==> src/rtl/csr_trap_if.sv <==
// Decode/execute-side bus of the machine-mode CSR and trap unit.
// i_csr_en/i_mret qualify one instruction per cycle (no backpressure); o_redirect is a one-cycle pulse and o_redirect_pc is valid only while it is high.
interface csr_trap_if;
  logic        i_csr_en;
  logic [2:0]  i_csr_op;
  logic [11:0] i_csr_addr;
  logic [4:0]  i_rs1_idx;
  logic [31:0] i_rs1_data;
  logic        i_mret;
  logic [31:0] i_pc_next;
  logic [31:0] o_csr_rdata;
  logic        o_redirect;
  logic [31:0] o_redirect_pc;
  logic [1:0]  o_dbg_state;

  modport master (
    output i_csr_en, i_csr_op, i_csr_addr, i_rs1_idx, i_rs1_data, i_mret, i_pc_next,
    input  o_csr_rdata, o_redirect, o_redirect_pc, o_dbg_state
  );

  modport slave (
    input  i_csr_en, i_csr_op, i_csr_addr, i_rs1_idx, i_rs1_data, i_mret, i_pc_next,
    output o_csr_rdata, o_redirect, o_redirect_pc, o_dbg_state
  );
endinterface

==> src/rtl/csr_trap_unit.sv <==
// Machine-mode CSR file plus interrupt entry / mret sequencer for the RV32I pipeline.
// Interrupt lines are synchronised; entry and return each issue a one-cycle redirect.
module csr_trap_unit #(
  parameter logic [31:0] MTVEC_RESET = 32'h0000_0100,
  parameter int unsigned SYNC_STAGES = 2
) (
  input logic        i_clk,
  input logic        i_rst,
  input logic        i_irq_ext,
  input logic        i_irq_timer,
  csr_trap_if.slave  bus
);

  typedef enum logic [1:0] {
    ST_IDLE = 2'd0,
    ST_TRAP = 2'd1,
    ST_RET  = 2'd2
  } state_t;

  state_t r_state;
  state_t w_state_next;

  logic                   r_mie_bit;
  logic                   r_mpie;
  logic                   r_mtie;
  logic                   r_meie;
  logic [31:0]            r_mtvec;
  logic [31:0]            r_mepc;
  logic [31:0]            r_mcause;
  logic [SYNC_STAGES-1:0] r_sync_ext;
  logic [SYNC_STAGES-1:0] r_sync_tim;

  logic        w_meip;
  logic        w_mtip;
  logic [31:0] w_mstatus;
  logic [31:0] w_mie_reg;
  logic [31:0] w_mip;
  logic [31:0] w_rdata;
  logic [31:0] w_src;
  logic [31:0] w_wdata;
  logic        w_wr_en;
  logic        w_idle;
  logic        w_do_mret;
  logic        w_do_csr;
  logic        w_take;
  logic [31:0] w_cause;
  logic [31:0] w_trap_base;
  logic [31:0] w_trap_target;
  logic        w_redirect;
  logic [31:0] w_redirect_pc;

  assign w_meip    = r_sync_ext[SYNC_STAGES-1];
  assign w_mtip    = r_sync_tim[SYNC_STAGES-1];
  assign w_mstatus = {24'b0, r_mpie, 3'b0, r_mie_bit, 3'b0};
  assign w_mie_reg = {20'b0, r_meie, 3'b0, r_mtie, 7'b0};
  assign w_mip     = {20'b0, w_meip, 3'b0, w_mtip, 7'b0};

  always_comb begin
    w_rdata = '0;
    case (bus.i_csr_addr)
      12'h300: w_rdata = w_mstatus;
      12'h304: w_rdata = w_mie_reg;
      12'h305: w_rdata = r_mtvec;
      12'h341: w_rdata = r_mepc;
      12'h342: w_rdata = r_mcause;
      12'h344: w_rdata = w_mip;
      default: w_rdata = '0;
    endcase
  end

  // op[2] selects the zero-extended rs1 field as the operand.
  assign w_src = bus.i_csr_op[2] ? {27'b0, bus.i_rs1_idx} : bus.i_rs1_data;

  always_comb begin
    w_wdata = w_rdata;
    w_wr_en = 1'b0;
    case (bus.i_csr_op[1:0])
      2'b01: begin
        w_wdata = w_src;
        w_wr_en = 1'b1;
      end
      2'b10: begin
        w_wdata = w_rdata | w_src;
        w_wr_en = (bus.i_rs1_idx != 5'd0);
      end
      2'b11: begin
        w_wdata = w_rdata & ~w_src;
        w_wr_en = (bus.i_rs1_idx != 5'd0);
      end
      default: ;
    endcase
  end

  assign w_idle    = (r_state == ST_IDLE);
  assign w_do_mret = w_idle & bus.i_mret;
  assign w_do_csr  = w_idle & ~bus.i_mret & bus.i_csr_en & w_wr_en;
  assign w_take    = w_idle & r_mie_bit & (|(w_mip & w_mie_reg)) & ~bus.i_csr_en & ~bus.i_mret;
  assign w_cause   = (w_meip & r_meie) ? 32'h8000_000B : 32'h8000_0007;

  // Vectored mode offsets by 4*code; the code is the low bits of the latched mcause.
  assign w_trap_base   = {r_mtvec[31:2], 2'b00};
  assign w_trap_target = (r_mtvec[1:0] == 2'b01) ? (w_trap_base + {r_mcause[29:0], 2'b00})
                                                 : w_trap_base;

  always_ff @(posedge i_clk or posedge i_rst) begin
    if (i_rst) begin
      r_sync_ext <= '0;
      r_sync_tim <= '0;
    end else begin
      r_sync_ext <= {r_sync_ext[SYNC_STAGES-2:0], i_irq_ext};
      r_sync_tim <= {r_sync_tim[SYNC_STAGES-2:0], i_irq_timer};
    end
  end

  always_ff @(posedge i_clk or posedge i_rst) begin
    if (i_rst) r_state <= ST_IDLE;
    else       r_state <= w_state_next;
  end

  always_comb begin
    w_state_next  = r_state;
    w_redirect    = 1'b0;
    w_redirect_pc = '0;
    case (r_state)
      ST_IDLE: begin
        if (bus.i_mret)  w_state_next = ST_RET;
        else if (w_take) w_state_next = ST_TRAP;
      end
      ST_TRAP: begin
        w_redirect    = 1'b1;
        w_redirect_pc = w_trap_target;
        w_state_next  = ST_IDLE;
      end
      ST_RET: begin
        w_redirect    = 1'b1;
        w_redirect_pc = r_mepc;
        w_state_next  = ST_IDLE;
      end
      default: w_state_next = ST_IDLE;
    endcase
  end

  always_ff @(posedge i_clk or posedge i_rst) begin
    if (i_rst) begin
      r_mie_bit <= 1'b0;
      r_mpie    <= 1'b0;
      r_mtie    <= 1'b0;
      r_meie    <= 1'b0;
      r_mtvec   <= MTVEC_RESET;
      r_mepc    <= '0;
      r_mcause  <= '0;
    end else if (w_do_mret) begin
      r_mie_bit <= r_mpie;
      r_mpie    <= 1'b1;
    end else if (w_do_csr) begin
      case (bus.i_csr_addr)
        12'h300: begin
          r_mie_bit <= w_wdata[3];
          r_mpie    <= w_wdata[7];
        end
        12'h304: begin
          r_mtie <= w_wdata[7];
          r_meie <= w_wdata[11];
        end
        12'h305: r_mtvec  <= w_wdata[1] ? (w_wdata & ~32'h3) : w_wdata;
        12'h341: r_mepc   <= w_wdata & ~32'h3;
        12'h342: r_mcause <= w_wdata;
        default: ;
      endcase
    end else if (w_take) begin
      r_mepc    <= bus.i_pc_next & ~32'h3;
      r_mcause  <= w_cause;
      r_mpie    <= r_mie_bit;
      r_mie_bit <= 1'b0;
    end
  end

  assign bus.o_csr_rdata   = w_rdata;
  assign bus.o_redirect    = w_redirect;
  assign bus.o_redirect_pc = w_redirect_pc;
  assign bus.o_dbg_state   = r_state;

endmodule

==> src/flat_wrapper.sv <==
// flat-port wrapper written by rule: the top's interface ports become plain ports
module csr_trap_unit_flat 
#(
  parameter logic [31:0] MTVEC_RESET = 32'h0000_0100,
  parameter int unsigned SYNC_STAGES = 2
)
  (i_clk, i_rst, i_irq_ext, i_irq_timer, bus_i_csr_en, bus_i_csr_op, bus_i_csr_addr, bus_i_rs1_idx, bus_i_rs1_data, bus_i_mret, bus_i_pc_next, bus_o_csr_rdata, bus_o_redirect, bus_o_redirect_pc, bus_o_dbg_state);
  csr_trap_if bus_i ();
  input logic i_clk;
  input logic i_rst;
  input logic i_irq_ext;
  input logic i_irq_timer;
  input wire logic [$bits(bus_i.i_csr_en)-1:0] bus_i_csr_en;
  input wire logic [$bits(bus_i.i_csr_op)-1:0] bus_i_csr_op;
  input wire logic [$bits(bus_i.i_csr_addr)-1:0] bus_i_csr_addr;
  input wire logic [$bits(bus_i.i_rs1_idx)-1:0] bus_i_rs1_idx;
  input wire logic [$bits(bus_i.i_rs1_data)-1:0] bus_i_rs1_data;
  input wire logic [$bits(bus_i.i_mret)-1:0] bus_i_mret;
  input wire logic [$bits(bus_i.i_pc_next)-1:0] bus_i_pc_next;
  output wire logic [$bits(bus_i.o_csr_rdata)-1:0] bus_o_csr_rdata;
  output wire logic [$bits(bus_i.o_redirect)-1:0] bus_o_redirect;
  output wire logic [$bits(bus_i.o_redirect_pc)-1:0] bus_o_redirect_pc;
  output wire logic [$bits(bus_i.o_dbg_state)-1:0] bus_o_dbg_state;
  assign bus_i.i_csr_en = bus_i_csr_en;
  assign bus_i.i_csr_op = bus_i_csr_op;
  assign bus_i.i_csr_addr = bus_i_csr_addr;
  assign bus_i.i_rs1_idx = bus_i_rs1_idx;
  assign bus_i.i_rs1_data = bus_i_rs1_data;
  assign bus_i.i_mret = bus_i_mret;
  assign bus_i.i_pc_next = bus_i_pc_next;
  assign bus_o_csr_rdata = bus_i.o_csr_rdata;
  assign bus_o_redirect = bus_i.o_redirect;
  assign bus_o_redirect_pc = bus_i.o_redirect_pc;
  assign bus_o_dbg_state = bus_i.o_dbg_state;
  csr_trap_unit #(.MTVEC_RESET(MTVEC_RESET), .SYNC_STAGES(SYNC_STAGES)) u_core (.i_clk(i_clk), .i_rst(i_rst), .i_irq_ext(i_irq_ext), .i_irq_timer(i_irq_timer), .bus(bus_i));
endmodule
==> config.mk <==
export PLATFORM = sky130hd
export DESIGN_NAME = csr_trap_unit_flat
export DESIGN_NICKNAME = d
export VERILOG_FILES = /design/src/rtl/csr_trap_if.sv /design/src/rtl/csr_trap_unit.sv /design/src/flat_wrapper.sv
export SDC_FILE = /design/constraint.sdc
export NUM_CORES = 1
export LEC_CHECK = 0
export ABC_AREA = 1
export CAP_MARGIN = 30
export CORE_MARGIN = 2
export CORE_UTILIZATION = 50
export DETAILED_ROUTE_END_ITERATION = 10
export PLACE_DENSITY_LB_ADDON = 0.12
export SYNTH_ARGS = -nofsm -noshare
export SYNTH_HDL_FRONTEND = slang
export SYNTH_SLANG_ARGS = --single-unit
export TNS_END_PERCENT = 20
==> constraint.sdc <==
create_clock -name i_clk -period 10.4 [get_ports i_clk]
set_clock_uncertainty 0.2 [all_clocks]
set_input_delay 1.56 -clock i_clk [delete_from_list [all_inputs] [get_ports i_clk]]
set_output_delay 1.56 -clock i_clk [all_outputs]
set_load 0.02 [all_outputs]
; Yosys cells after proc, flatten, opt, wreduce, memory -nomap -nowiden
; Index checks and enable logic that the tools add are counted.
[word_totals]
regBits = 106
inputBits = 90
[classes]
addsub = 1
eq_ne = 16
mux = 26
bitwise = 16
reduce_logical = 12
[op_table]
columns = cell, n
row1 = 32-bit 2-to-1 mux, 8
row2 = 32-bit one-hot mux with 6 select lines, 1
row3 = 32-bit one-hot mux with 3 select lines, 1
row4 = 12-bit by 10-bit == test with 1-bit output (second input constant), 6
row5 = 32-bit one-hot mux with 2 select lines, 1
row6 = 32-bit adder, 1
row7 = 32-bit bitwise AND, 1
row8 = 32-bit NOT, 1
row9 = 32-bit OR, 1
row10 = 32-bit OR reduction, 1
row11 = 12-bit bitwise AND, 1
row12 = 3-bit AND reduction, 4
row13 = 1-bit 2-to-1 mux, 10
row14 = 1-bit bitwise AND, 9
row15 = 2-bit by 1-bit == test with 1-bit output (second input constant), 3
row16 = 2-bit == test (second input constant), 3
row17 = 2-bit 2-to-1 mux, 3
row18 = 5-bit nonzero test, 1
row19 = 4-bit 2-to-1 mux, 1
row20 = 2-bit inequality test (second input constant), 2
row21 = 2-bit OR reduction, 2
row22 = 3-bit by 2-bit inequality test with 1-bit output (second input constant), 1
row23 = 3-bit inequality test (second input constant), 1
row24 = 1-bit NOT, 3
row25 = 5 further kinds, 5

; Longest topological paths before layout
; Gate-level depths: netlist of the first run.
[depth]
depth_word = 8
mapped_depth = 15

; Worst setup path after synthesis of the first run
; Ideal clock, no wire load.
[synth_path]
path_type = input port to output port
start = in bus_i_csr_addr[11]
end = out bus_o_csr_rdata[3]
arrival_time_ns = 3.065
required_time_ns = 8.640
path_slack_ns = 5.575
stages = 7
path_cell_list = nor2_1 nand3_2 nor3_4 nand3_1 buf_2 buf_1 o21ai_0
[synth_via]
elab_chain_cells = 2
elab_cells_between_ends = 7
cone_classes = 6 x eq/ne / 1 x mux
[synth_rtl]
columns = element, line_no
row1 = from (decl), flat_wrapper.sv:15  ; input wire logic [$bits(bus_i.i_csr_addr)-1:0] bus_i_csr_addr;
row2 = 12-bit by 10-bit == test with 1-bit output, csr_trap_unit.sv:60  ; case (bus.i_csr_addr)
row3 = 32-bit one-hot mux with 6 select lines *, csr_trap_unit.sv:60
row4 = to (decl), flat_wrapper.sv:20  ; output wire logic [$bits(bus_i.o_csr_rdata)-1:0] bus_o_csr_rdata;
; Every way passes the cells marked *; elsewhere a longest branch is shown, timed or not.

; Final worst setup path of the first run
[layout_path]
start = in bus_i_csr_addr[11]
end = out bus_o_csr_rdata[31]
; Same word-level chain as after synthesis.

==> summary.txt, run 1 <==
Global route
  • Initial antenna violation count: 0
  • First-pass GRT wire length: 50.7 mm
  • Largest net degree at the start of global routing: 70
  • Via count of the first global-routing pass: 9527
  • Total global routing track utilization: 0.334
  • Overflow after GRT: 0

Routing
  • Detailed-route via count: 10.1k
  • DRT iter0 DRCs: 859
  • DRC viols: 0
  • Via/cell ratio: 5.73
  • DR WL/cell: 18.2 µm
  • First-pass detailed-route iteration total: 6
  • Final wirelength: 32.1 mm
  • Antenna violation net count after detailed routing: 0

Synth
  • Flops & latches, synth: 103
  • Compound-gate portion of the synthesized area: 0.229
  • Number of synthesized flops with an enable pin: 0
  • Post-Synthesis Cell Area: 8980 µm²
  • Distinct cell type count of the synthesized netlist: 47
  • Largest area contributor in the netlist: dfrtp_1
  • Share of the synthesized area in the top cell type: 0.284
  • Top cells by count, synth: nand2_1 (425), inv_1 (190), nor2_1 (167)
  • Share of synthesized area spent on multiplexers: 0
  • Dominant combinational cell family by area after synthesis: simple AND/OR/NAND/NOR gates
  • Synth top area cells: dfrtp_1 (28%), nand2_1 (18%), inv_1 (7.9%), a21oi_1 (7.5%), nor2_1 (7.0%)
  • Post-Synth Simple-Gate Area: 0.304
  • Post-synthesis average cell area: 6.32 µm²
  • Instance count of the mapped netlist: 1420
  • Cell with the most instances after synthesis: nand2_1
  • Synth Area in Adders: 0.0468
  • Most used flip-flop cell after synthesis: dfrtp_1
  • Sequential-to-total area share from yosys stat: 0.287
  • Area share of xor/xnor cells in the synthesized design: 0.0127
  • Number of synthesis warnings: 0
  • Share of synthesized flip-flops with an asynchronous set or reset: 1.00

Power
  • Static Leak: 5.25 nW
  • Switching power share of the total: 0.403
  • Clock Power Share: 0.243
  • Largest vdd supply drop: 0.120 mV
  • Power per Cell Area: 133 nW/µm²
  • Net switching power figure: 0.000585 W
  • Sequential share of power: 0.374
  • Internal Power: 0.000869 W
  • Combinational cell fraction of total power: 0.382

Clock tree
  • Clk sink count: 103
  • Clock tree from TritonCTS: done
  • CTS clock-pin slew for the worst setup and hold paths: 0.08 ns
  • Maximum count of clock buffers along a single path: 2
  • Post-CTS Repair Setup Buffers: 0
  • Root Buffer Master: clkbuf_16
  • Post-CTS Hold Fix Bufs: 0
  • Count of cells resized by post-cts repair: 0
  • Inserted Clock Buffers: 9
  • Insertion delay of the later-clocked pin in the worst-skew pair: 0.37 ns
  • Level count of the clock H-tree: 3

Floorplanning
  • Die Outline Area: 19000 µm²
  • Die Wd: 138 µm
  • Initial core utilization: 0.505
  • Number of cell rows: 49
  • Die span in y: 138 µm
  • Ports: 157
  • Core footprint: 17800 µm²

Place
  • Half-perimeter wire length after placement: 22.6 mm
  • Count of input and output buffers: 152
  • Weighted congestion at the end of routability-driven global placement: 0.925
  • Worst Setup Slack post-DPL: 4.03 ns

STA
  • Least setup slack across all paths after layout: 3.98 ns
  • Total Neg Setup Slack: 0 ns
  • Final min period: 6.42 ns
  • Worst-margin pin slew: 1.02 ns
  • Final number of setup-violating endpoints: 0
  • RSZ-0062 raised after global routing: false
  • Worst relative slew slack: 0.319
  • Crit share post-route: 0.618
  • Final hold viol count: 0
  • Maximum achievable frequency: 156 MHz
  • Final count of pins violating max slew: 0

Layout
  • Layout cell share with drive strength beyond 1: 0.0450
  • NumNets Final: 1653
  • Fillers: 1769
  • Antenna cells: 0
  • Post-layout utilization of the core: 0.613
  • Area growth from synthesis to final layout: 21.4%

Setup path
  • Critical Path RT: 8.64 ns
  • Worst path arrival time: 4.66 ns
  • Maximum fanout along the worst path: 30
  • Endpoint type of the worst setup path: primary output
  • Kind of launch point of the worst setup path: primary input
  • Critical Setup Path Class: in2out

Status
  • Run status: complete, no violations

Flow run
  • Total of max-cap violations: 0

Min path
  • Min-Delay Path Class: reg2reg
==> metal layers <==
layer	global-route usage	part of all wire	vias up
met5	0	0	-
met3	0.0412	0.084	61
met1	0.469	0.44	4695
met2	0.534	0.45	502
li1	-	-	4847
met4	0.118	0.024	0
==> cells in the final DEF (no fill, tap or decap), types with 2 or more instances in the layout <==
| cell type | instances |
|---|---|
| nand2_1 | 425 |
| inv_1 | 189 |
| nor2_1 | 166 |
| clkdlybuf4s50_1 | 152 |
| a21oi_1 | 135 |
| dfrtp_1 | 102 |
| o21ai_0 | 69 |
| nand3_1 | 50 |
| o221ai_1 | 38 |
| ha_1 | 32 |
| o21ai_1 | 27 |
| o221ai_2 | 17 |
| a31oi_1 | 17 |
| xor2_1 | 12 |
| nor3_1 | 11 |
| o22ai_1 | 10 |
| buf_4 | 10 |
| o21bai_1 | 9 |
| clkbuf_16 | 9 |
| inv_2 | 5 |
| nand4_1 | 5 |
| nand3_2 | 4 |
| nor2_2 | 3 |
| nor2_4 | 3 |
| clkbuf_1 | 3 |
| nor3_4 | 2 |
| nand2_4 | 2 |
| inv_4 | 2 |
| a21o_1 | 2 |
| conb_1 | 2 |
| buf_16 | 2 |
==> stage by stage <==
stage / power (W) / hold WS, ns / std cells / instance area (µm²)
3_3_place_gp: 0.00108 / 0.131 / 1746 / 10600
3_5_place_dp: 0.00109 / 0.137 / 1748 / 10600
2_1_floorplan: 0.000887 / 0.131 / 1421 / 8980
4_1_cts: 0.00145 / 0.153 / 1764 / 10900
5_1_grt: 0.00153 / 0.159 / 1764 / 10900
6_report: 0.00145 / 0.152 / 1764 / 10900
==> logic make-up (layout without fill, tap and decap cells) <==
logic type      Yosys count  count (layout)
flops                   103             103
buf+inv                 263             377
compound gates          331             331
simple gates            676             676
other cells               1               2
xor+xnor                 13              13
fa+ha+maj                33              33
==> power groups by stage <==
stage	clock [W]	combinational (W)	sequential, W
2_1_floorplan	0	0.000358	0.000529
3_3_place_gp	0	0.000535	0.000546
3_5_place_dp	0	0.000546	0.000549
4_1_cts	0.000355	0.000549	0.000541
5_1_grt	0.000369	0.000612	0.000553
6_report	0.000354	0.000556	0.000544
==> sequential cells by signal, indices dropped and copies added, names as in the netlist <==
name / count
u_core.r_meie: 1
u_core.r_mie_bit: 1
u_core.r_sync_tim: 2
u_core.r_mcause: 32
u_core.r_mtvec: 31
u_core.r_sync_ext: 2
u_core.r_mtie: 1
u_core.bus.o_dbg_state: 2
u_core.r_mepc: 30
u_core.r_mpie: 1
==> worst max-delay path, stage by stage <==
cell	delay, ns
clkdlybuf4s50_1	0.39
nor2_1	0.13
nand3_2	0.16
nor3_4	0.26
nand3_2	0.78
o221ai_1	0.67
clkdlybuf4s50_1	0.69
==> final timing paths <==
kind                                           startpoint                   end  slack (ns)  cells past startpoint
worst min register to register       u_core.r_sync_ext[0]  u_core.r_sync_ext[1]        0.15                      0
worst max register to register  u_core.bus.o_dbg_state[0]     u_core.r_mepc[18]        6.08                     11
worst max-delay path                   bus_i_csr_addr[11]   bus_o_csr_rdata[31]        3.98                      7
min in group asynchronous                           i_rst   u_core.r_mcause[10]        1.36                      2
worst min-delay path                 u_core.r_sync_ext[0]  u_core.r_sync_ext[1]        0.15                      0
max in group asynchronous                           i_rst     u_core.r_mepc[28]        7.34                      3
==> cell type report <==
type	count	area (µm²)	share of cell area
inverter	197	744	0.0683
clock inverter	4	55.1	0.00505
sequential	103	2580	0.237
timing repair buffer	164	1650	0.152
multi-input combinational	1055	5350	0.491
tap	229	287	0.0263
clock buffer	12	236	0.0217
(Power assumes the default switching activity.)
==> run 2: changes to the inputs <==
- clock period: 10.4 -> 6.73 ns (I/O delays scaled with it)
==> run 2 against run 1 <==
  * Register-to-register slack worse by 2.5 ns
  * Critical path depth grew 1
  * Final cell count rose by 0.40%
  * Clock power rose by 70%
  * Sequential cell count is the same
  * Sequential share of layout area shrank 0.21 points
  * Via count fell by 0.67%
  * Die area stayed put
  * Worst setup slack worse by 2.6 ns
  * Count of clock-buffer cells in the layout did not move
  * First-iteration DRC count grew 5.4%
  * Sequential power is 54% higher
  * Largest cell class unchanged
==> summary.txt, run 2 (synthesis results as in run 1) <==
Floorplanning
  • Number of cell rows: 49 (unchanged)
  • Die Wd: 138 µm (unchanged)
  • Core footprint: 17800 µm² (unchanged)
  • Die Outline Area: 19000 µm² (unchanged)
  • Ports: 157 (unchanged)
  • Die span in y: 138 µm (unchanged)
  • Initial core utilization: 0.505 (unchanged)

Layout
  • Top register by number of flip-flops: u_core.r_mcause
  • Flip-flop count of the largest register, all copies and words added: 32 (unchanged)
  • Leading cell type in the layout, fill and taps excluded: nand2_1
  • Sequential cell area: 2580 µm² (unchanged)
  • Multi-input logic area: 5340 µm² (-0.14%)
  • Most frequent cells in the layout: nand2_1 (425), inv_1 (189), nor2_1 (166)
  • Fillers: 1741 (-1.6%)
  • Layout cell share with drive strength beyond 1: 0.0493 (+0.00434)
  • NumNets Final: 1660 (+0.42%)
  • Registers with the most flip-flops: u_core.r_mcause: 32 flops, u_core.r_mtvec: 31 flops, u_core.r_mepc: 30 flops
  • Antenna cells: 0 (unchanged)
  • Area growth from synthesis to final layout: 22.5%

Power
  • Largest vdd supply drop: 0.226 mV (+88%)
  • Power per Cell Area: 210 nW/µm² (+58%)
  • Static Leak: 5.30 nW (+1.1%)

Clock tree
  • Clock tree from TritonCTS: done
  • Level count of the clock H-tree: 3 (unchanged)
  • Post-CTS Repair Setup Buffers: 0 (unchanged)
  • Clk sink count: 103 (unchanged)
  • Inserted Clock Buffers: 9 (unchanged)
  • Root Buffer Master: clkbuf_16
  • CTS clock-pin slew for the worst setup and hold paths: 0.08 ns (about the same)
  • Insertion delay of the later-clocked pin in the worst-skew pair: 0.37 ns (about the same)
  • Maximum count of clock buffers along a single path: 2 (unchanged)
  • Post-CTS Hold Fix Bufs: 0 (unchanged)
  • Count of cells resized by post-cts repair: 0 (unchanged)

Routing
  • Met2 wire length: 14.3 mm (-1.5%)
  • DRT iter0 DRCs: 905 (+5.4%)
  • Antenna violation net count after detailed routing: 0 (unchanged)
  • Met1 routed wirelength after detailed routing: 14.5 mm (+2.5%)
  • Met3 layer wire length in the routed design: 2.76 mm (+2.9%)
  • DRC viols: 0 (unchanged)
  • DR WL/cell: 18.3 µm (+0.67%)
  • Via/cell ratio: 5.67 (-1.1%)
  • Highest Signal Layer: met4
  • First-pass detailed-route iteration total: 5 (-1)
  • Detailed-route via count: 10.0k (-0.67%)
  • Final wirelength: 32.4 mm (+1.1%)

Setup path
  • Worst path cell trace: clkdlybuf4s50_1 > nor2_1 > nand3_2 > nor3_4 > nand3_1 > buf_4 > o221ai_1 > clkdlybuf4s50_1
  • CP most frequent cell: clkdlybuf4s50_1
  • Maximum fanout along the worst path: 16 (-47%)
  • Kind of launch point of the worst setup path: primary input
  • CP max-delay cell: nand3_1
  • Endpoint type of the worst setup path: primary output
  • Longest individual stage delay on the worst path: 0.70 ns (-0.08 ns)
  • Worst path arrival time: 4.15 ns (-0.51 ns)
  • Critical Setup Path Class: in2out
  • Critical Path RT: 5.52 ns (-3.12 ns)

Status
  • Run status: complete, no violations

Global route
  • Via count of the first global-routing pass: 9494 (-0.35%)
  • Initial antenna violation count: 0 (unchanged)
  • Total global routing track utilization: 0.336 (+0.00259)
  • Largest net degree at the start of global routing: 54 (-23%)
  • First-pass GRT wire length: 51.0 mm (+0.68%)
  • Overflow after GRT: 0 (unchanged)

STA
  • Final count of pins violating max slew: 0 (unchanged)
  • Final number of setup-violating endpoints: 0 (unchanged)
  • Worst relative slew slack: 0.317 (-0.00272)
  • Maximum achievable frequency: 186 MHz
  • RSZ-0062 raised after global routing: false
  • Total Neg Setup Slack: 0 ns (unchanged)
  • Worst-margin pin slew: 1.02 ns (+0.00407 ns)
  • Crit share post-route: 0.797
  • Final hold viol count: 0 (unchanged)
  • Hold slack: 0.151 ns (-0.000841 ns)
  • Final min period: 5.36 ns

Place
  • Half-perimeter wire length after placement: 23.3 mm (+3.2%)
  • Weighted congestion at the end of routability-driven global placement: 0.944 (+2.0%)
  • Count of input and output buffers: 152 (unchanged)

Min path
  • Min-Delay Path Class: reg2reg

Flow run
  • Total of max-cap violations: 0 (unchanged)
## run 2: changes by cell type in the layout (fill, tap and decap cells not counted)
cell | before | now
buf_4 | 10 | 16
nand3_1 | 50 | 52
nand3_2 | 4 | 2
buf_16 | 2 | 3
bufinv_16 | 1 | 2
clkbuf_1 | 3 | 2
clkbuf_8 | 0 | 1
clkinvlp_4 | 1 | 0
ha_1 | 32 | 31
ha_2 | 0 | 1
## run 2: final timing paths
kind / startpoint / endpoint / slack, ns / cells after the start
max in group asynchronous: i_rst / u_core.r_mtvec[3] / 4.22 / 3
worst min-delay path: u_core.r_sync_ext[0] / u_core.r_sync_ext[1] / 0.15 / 0
worst min register to register: u_core.r_sync_ext[0] / u_core.r_sync_ext[1] / 0.15 / 0
min in group asynchronous: i_rst / u_core.r_mtvec[10] / 0.91 / 2
worst max register to register: u_core.bus.o_dbg_state[0] / u_core.r_mtvec[21] / 3.60 / 9
worst max-delay path: bus_i_csr_addr[11] / bus_o_csr_rdata[31] / 1.37 / 8
## run 2: per-stage QoR
step / setup WS [ns] / area, µm² / cells / total power, W / util
floorplan: 2.82 / 8980 / 1421 / 0.00137 / -
CTS: 1.43 / 11000 / 1771 / 0.00230 / 0.619
global placement: 1.46 / 10600 / 1752 / 0.00168 / 0.596
detailed placement: 1.43 / 10700 / 1755 / 0.00170 / 0.600
finish: 1.37 / 11000 / 1771 / 0.00231 / 0.619
global route: 1.29 / 11000 / 1771 / 0.00244 / 0.619
## run 2: critical path: cells and delay by family
| kind | cells | cell delay [ns] |
|---|---|---|
| compound gates | 1 | 0.31 |
| buf+inv | 3 | 1.58 |
| simple gates | 4 | 1.23 |
## run 2: layout make-up
| class | count | area share |
|---|---|---|
| multi-input cells | 1055 | 0.486 |
| flip-flops and latches | 103 | 0.234 |
| repair buffers | 171 | 0.157 |
| inverters | 197 | 0.0677 |
| well taps | 229 | 0.0261 |
| clock buffers | 12 | 0.0224 |
| clock inverters | 4 | 0.00705 |
## run 2: per-layer routing
layer | global-route usage | vias up
met5 | 0 | -
met4 | 0.108 | 0
met3 | 0.0641 | 68
met2 | 0.525 | 483
met1 | 0.474 | 4624
li1 | - | 4862
## run 2: where the power goes
part | leakage (nW) | switching (W) | internal, W | total, W
logic | 3.91 | 0.000546 | 0.000322 | 0.000868
clock network | 0.157 | 0.000264 | 0.000340 | 0.000603
registers | 1.24 | 0.000105 | 0.000735 | 0.000840
